File: config.mk
export PLATFORM = sky130hd
export DESIGN_NAME = mux_gate_unit
export DESIGN_NICKNAME = d
export VERILOG_FILES = /design/src/rtl/mux_gate_pkg.sv /design/src/rtl/mux_gate_fifo.sv /design/src/rtl/mux_gate_unit.sv
export SDC_FILE = /design/constraint.sdc
export NUM_CORES = 1
export LEC_CHECK = 0
export ABC_AREA = 1
export CORE_AREA = 5 5 81 83
export CTS_CLUSTER_SIZE = 8
export DETAILED_ROUTE_END_ITERATION = 10
export DIE_AREA = 0 0 86 88
export PLACE_DENSITY_LB_ADDON = 0.25
export SLEW_MARGIN = 20
export SYNTH_ARGS = -nofsm -noshare
export SYNTH_HDL_FRONTEND = slang
export SYNTH_SLANG_ARGS = --single-unit
File: constraint.sdc
create_clock -name clk -period 3 [get_ports clk]
set_clock_uncertainty 0.15 [all_clocks]
set_input_delay 0.6 -clock clk [delete_from_list [all_inputs] [get_ports clk]]
set_output_delay 0.6 -clock clk [all_outputs]
set_load 0.02 [all_outputs]
File: src/rtl/mux_gate_pkg.sv
// mux_gate_pkg: shared constants and types for the mux-built gate array.
//   - Truth-table constants, bit index {a,b} selects the output.
//   - Sweep FSM state encoding (used only when MUX_GATE_SWEEP_EN is defined).
//   - tt_lookup: the per-lane 4:1 mux.
package mux_gate_pkg;

  localparam logic [3:0] TT_NOR  = 4'b0001;
  localparam logic [3:0] TT_AND  = 4'b1000;
  localparam logic [3:0] TT_OR   = 4'b1110;
  localparam logic [3:0] TT_XOR  = 4'b0110;
  localparam logic [3:0] TT_NAND = 4'b0111;
  localparam logic [3:0] TT_XNOR = 4'b1001;

  typedef enum logic [1:0] {
    IDLE  = 2'd0,
    SWEEP = 2'd1,
    DONE  = 2'd2
  } sweep_state_e;

  function automatic logic tt_lookup(input logic [3:0] tt, input logic a, input logic b);
    return tt[{a, b}];
  endfunction

endpackage

File: src/rtl/mux_gate_fifo.sv
// mux_gate_fifo: WIDTH x DEPTH synchronous FIFO, asynchronous active-low reset.
// Ports:
//   clk, rst_n          clock, async active-low reset
//   push, push_data     write request and data (ignored when full)
//   pop                 read request (ignored when empty)
//   pop_data            head entry (zero after reset)
//   full, empty         occupancy flags derived from the count register
// DEPTH must be a power of two (>= 2) so the pointers wrap naturally.
module mux_gate_fifo #(
  parameter int unsigned WIDTH = 8,
  parameter int unsigned DEPTH = 2
) (
  input  logic             clk,
  input  logic             rst_n,
  input  logic             push,
  input  logic [WIDTH-1:0] push_data,
  input  logic             pop,
  output logic [WIDTH-1:0] pop_data,
  output logic             full,
  output logic             empty
);

  localparam int unsigned AW = $clog2(DEPTH);
  localparam int unsigned CW = $clog2(DEPTH + 1);

  logic [WIDTH-1:0] mem_q [DEPTH];
  logic [AW-1:0]    wr_ptr_q;
  logic [AW-1:0]    rd_ptr_q;
  logic [CW-1:0]    count_q;
  logic             do_push;
  logic             do_pop;

  assign full     = (count_q == CW'(DEPTH));
  assign empty    = (count_q == '0);
  assign do_push  = push && !full;
  assign do_pop   = pop && !empty;
  assign pop_data = mem_q[rd_ptr_q];

  always_ff @(posedge clk or negedge rst_n) begin
    if (!rst_n) begin
      for (int unsigned i = 0; i < DEPTH; i++) begin
        mem_q[i] <= '0;
      end
      wr_ptr_q <= '0;
      rd_ptr_q <= '0;
      count_q  <= '0;
    end else begin
      if (do_push) begin
        mem_q[wr_ptr_q] <= push_data;
        wr_ptr_q        <= wr_ptr_q + AW'(1);
      end
      if (do_pop) begin
        rd_ptr_q <= rd_ptr_q + AW'(1);
      end
      case ({do_push, do_pop})
        2'b10:   count_q <= count_q + CW'(1);
        2'b01:   count_q <= count_q - CW'(1);
        default: count_q <= count_q;
      endcase
    end
  end

endmodule

File: src/rtl/mux_gate_unit.sv
// mux_gate_unit: WIDTH-lane truth-table-programmable 2-input gate array.
// Each lane computes y[i] = tt[{a[i],b[i]}]; results go through a DEPTH-entry FIFO.
// Ports:
//   clk, rst_n             clock, async active-low reset
//   cfg_we, cfg_tt         load the 4-bit truth table (resets to TT_NOR)
//   in_valid/in_ready      operand handshake, in_a/in_b operands
//   out_valid/out_ready    result handshake, out_y result (FIFO head)
//   sweep_start            start a 4-step truth-table sweep   (MUX_GATE_SWEEP_EN)
//   sweep_done             one-cycle pulse when sweep ends     (MUX_GATE_SWEEP_EN)
// Build option: define MUX_GATE_SWEEP_EN to include the sweep engine; without it
// the sweep ports are absent and in_ready = !full.
module mux_gate_unit
  import mux_gate_pkg::*;
#(
  parameter int unsigned WIDTH = 8,
  parameter int unsigned DEPTH = 2
) (
  input  logic             clk,
  input  logic             rst_n,
  input  logic             cfg_we,
  input  logic [3:0]       cfg_tt,
  input  logic             in_valid,
  output logic             in_ready,
  input  logic [WIDTH-1:0] in_a,
  input  logic [WIDTH-1:0] in_b,
  output logic             out_valid,
  input  logic             out_ready,
`ifdef MUX_GATE_SWEEP_EN
  input  logic             sweep_start,
  output logic             sweep_done,
`endif
  output logic [WIDTH-1:0] out_y
);

  logic [3:0]       tt_q;
  logic             fifo_full;
  logic             fifo_empty;
  logic             push;
  logic [WIDTH-1:0] op_a;
  logic [WIDTH-1:0] op_b;
  logic [WIDTH-1:0] y;

  always_ff @(posedge clk or negedge rst_n) begin
    if (!rst_n) begin
      tt_q <= TT_NOR;
    end else if (cfg_we) begin
      tt_q <= cfg_tt;
    end
  end

`ifdef MUX_GATE_SWEEP_EN
  sweep_state_e state_q, state_d;
  logic [1:0]   idx_q, idx_d;
  logic         sweep_push;

  always_ff @(posedge clk or negedge rst_n) begin
    if (!rst_n) begin
      state_q <= IDLE;
      idx_q   <= '0;
    end else begin
      state_q <= state_d;
      idx_q   <= idx_d;
    end
  end

  always_comb begin
    state_d    = state_q;
    idx_d      = idx_q;
    sweep_push = 1'b0;
    sweep_done = 1'b0;
    case (state_q)
      IDLE: begin
        if (sweep_start) begin
          state_d = SWEEP;
          idx_d   = '0;
        end
      end
      SWEEP: begin
        if (!fifo_full) begin
          sweep_push = 1'b1;
          idx_d      = idx_q + 2'd1;
          if (idx_q == 2'd3) begin
            state_d = DONE;
          end
        end
      end
      DONE: begin
        sweep_done = 1'b1;
        state_d    = IDLE;
      end
      default: state_d = IDLE;
    endcase
  end

  assign in_ready = !fifo_full && (state_q == IDLE);

  // sweep_start takes priority over an external operand in the same IDLE cycle,
  // even though in_ready is still high that cycle.
  always_comb begin
    if (sweep_push) begin
      op_a = {WIDTH{idx_q[1]}};
      op_b = {WIDTH{idx_q[0]}};
    end else begin
      op_a = in_a;
      op_b = in_b;
    end
  end
  assign push = sweep_push || (in_valid && in_ready && !sweep_start);
`else
  assign in_ready = !fifo_full;
  assign op_a     = in_a;
  assign op_b     = in_b;
  assign push     = in_valid && in_ready;
`endif

  always_comb begin
    y = '0;
    for (int unsigned i = 0; i < WIDTH; i++) begin
      y[i] = tt_lookup(tt_q, op_a[i], op_b[i]);
    end
  end

  mux_gate_fifo #(
    .WIDTH (WIDTH),
    .DEPTH (DEPTH)
  ) u_fifo (
    .clk       (clk),
    .rst_n     (rst_n),
    .push      (push),
    .push_data (y),
    .pop       (out_ready),
    .pop_data  (out_y),
    .full      (fifo_full),
    .empty     (fifo_empty)
  );

  assign out_valid = !fifo_empty;

endmodule

==> results.json <==
{
  "grt_setup_unrepaired": "no",
  "fillCellCount": 650,
  "required_ns": 2.25,
  "hold_viol_final": 0,
  "die_x_um": 86,
  "p_per_area_nw_per_um2": 859.2,
  "drive_above_1_share_pct": 8.636,
  "cts-resized-gates": 0,
  "arrival_ns": 1.91,
  "post_cts_buffers": 0,
  "die_h_um": 88,
  "netlist_instances": 186,
  "rows": 28,
  "min_period_ns": 2.662,
  "grt_pass1_vias": 1234,
  "multi_input_area_um2": 698.2,
  "grt_pass1_wl_mm": 5.837,
  "final_util_pct": 32.12,
  "finalNetCount": 247,
  "async_flop_share_pct": 100.0,
  "routabilityCongestion": 0.7084,
  "io_buffers": 34,
  "finalMaxSlewViolations": 0,
  "grt.overflow.total": 0,
  "cts.sinks": 24,
  "syn_area_per_cell_um2": 7.447,
  "peakVddDrop_uv": 232.2,
  "syn2layout_area_growth_pct": 34.06,
  "worstHoldStart": "u_fifo.mem_q[9]",
  "status": "complete, no violations",
  "drc": 0,
  "drt_iter0_markers": 47,
  "endpoint_kind": "primary output",
  "crit_path_start": "u_fifo.rd_ptr_q",
  "dp_hpwl_mm": 2.699,
  "ys_seq_elements": 24,
  "grt_max_degree": 25,
  "pin_count": 35,
  "vias": 1268,
  "clockRootBuffer": "clkbuf_8",
  "antennaDiodeCount": 0,
  "finalCritPeriodShare_pct": 88.74,
  "maxCapViolCount": 0,
  "dr.pass1.iters": 4,
  "coreArea_um2": 5781,
  "slew_headroom_pct": 76.76,
  "hp-class": "reg2reg",
  "synth_nets": 212,
  "register_area_um2": 601.8,
  "worst_slack_ns": 0.3378,
  "ys.flop_type": "dfrtp_1",
  "holdWs_ns": 0.3354,
  "path_clk_slew_ns": 0.09,
  "wl_mm": 3.576,
  "pre_cts_slack_ns": 0.6093,
  "grtUsageTotal_pct": 10.06,
  "reg2reg_from": "u_fifo.count_q[0]",
  "setup_viol": 0,
  "cts_max_level": 1,
  "path_max_fanout": 9,
  "drt-vias-per-instance": 4.298,
  "insertion_delay_ns": 0.27,
  "start_util_pct": 23.96,
  "syn-cell-area_um2": 1385,
  "ys_seq_area_share_pct": 43.45,
  "clock_path_buffers": 2,
  "antenna_found_initial": 0,
  "fmax_ghz": 0.3756,
  "p_leak_nw": 0.9390,
  "placed_cell_area_um2": 1802,
  "ant_nets": 0,
  "worstMarginPinSlew_ns": 0.3487,
  "cts_tree": "built",
  "synth_cell_type_count": 16,
  "wl_per_cell_um": 12.12,
  "yosys_warnings": 0,
  "synth_edf_count": 0,
  "design_area_um2": 1857,
  "start_kind": "register",
  "ctsHoldBuffers": 0,
  "worstSetupPathType": "reg2out",
  "die_area_um2": 7568,
  "setup_tns_ns": 0,
  "cts_buffers": 3
}
[state kept, by name, indices dropped and copies added (netlist names)]
signal,flops
tt_q,4
u_fifo.mem_q,16
u_fifo.wr_ptr_q,1
u_fifo.count_q,2
u_fifo.rd_ptr_q,1
[placed cells by master, fill, tap and decap left out]
cell             count
nand2_1             94
clkdlybuf4s50_1     34
nand3_1             25
dfrtp_1             23
inv_1               12
nand3b_1             8
nand2_4              4
mux2_2               4
clkbuf_8             4
inv_2                3
xor2_1               2
clkinv_1             1
nor2_8               1
nor2_4               1
xnor2_1              1
ha_1                 1
buf_4                1
dfstp_2              1
[cells in the mapped netlist, types with 2 or more instances]
cell type | count | area share, %
nand2_1 | 94 | 25
inv_1 | 12 | 3.3
nand3_1 | 25 | 9.0
nand3b_1 | 8 | 4.3
nand2_4 | 4 | 3.3
buf_2 | 5 | 1.8
dfrtp_1 | 23 | 42
xor2_1 | 2 | 1.3
mux2_2 | 4 | 3.3
inv_2 | 3 | 0.81
[final timing paths]
path                                      to  slack [ns]  cells after the start
setup / recovery                    out_y[5]        0.34                      4
hold / removal               u_fifo.mem_q[9]        0.34                      2
setup reg to reg           u_fifo.count_q[1]        1.43                      8
hold reg to reg              u_fifo.mem_q[9]        0.34                      2
max in group asynchronous            tt_q[0]        1.86                      2
min in group asynchronous   u_fifo.mem_q[11]        0.54                      2
[metal layers]
layer	part of all wire [%]	routed length [µm]	GRT usage (%)
met4	1.6	59	4.317
met3	5.4	194	2.258
met5	0	0	0
met1	47	1681	12.97
met2	46	1640	16.19
[per-stage QoR]
step	total power, W	instances
2_1_floorplan	0.001068	186
3_3_place_gp	0.001388	291
3_5_place_dp	0.001395	291
4_1_cts	0.001623	295
5_1_grt	0.001728	295
6_report	0.001595	295
[worst max-delay path, stage by stage, from the launching register on]
cell and delay, ns:
dfrtp_1 0.52, clkinv_1 0.37, nand2_1 0.14, nand2_1 0.08
clkdlybuf4s50_1 0.54
[cell families (layout without fill, tap and decap cells)]
group / count (synthesis) / after routing / share of synthesized area [%]
DFF: 24 / 24 / 43.45
and+or+nand+nor: 133 / 133 / 44.35
xor gates and xnor gates: 3 / 3 / 1.897
adders and majority gates: 1 / 1 / 0.9032
buffers and inverters: 21 / 55 / 6.142
muxes: 4 / 4 / 3.252
[where the power goes]
part / internal (W) / switching (W)
Sequential: 0.000461 / 0.000115
Clock: 0.000117 / 0.000107
Combinational: 0.000344 / 0.000450
Total: 0.000923 / 0.000672
[area by class of cell]
type | count | share of cell area, %
clock buffer | 4 | 2.965
inverter | 16 | 3.235
multi-input combinational | 141 | 37.60
sequential | 24 | 32.41
tap | 75 | 5.054
timing repair buffer | 35 | 18.73
(Power assumes the default switching activity.)
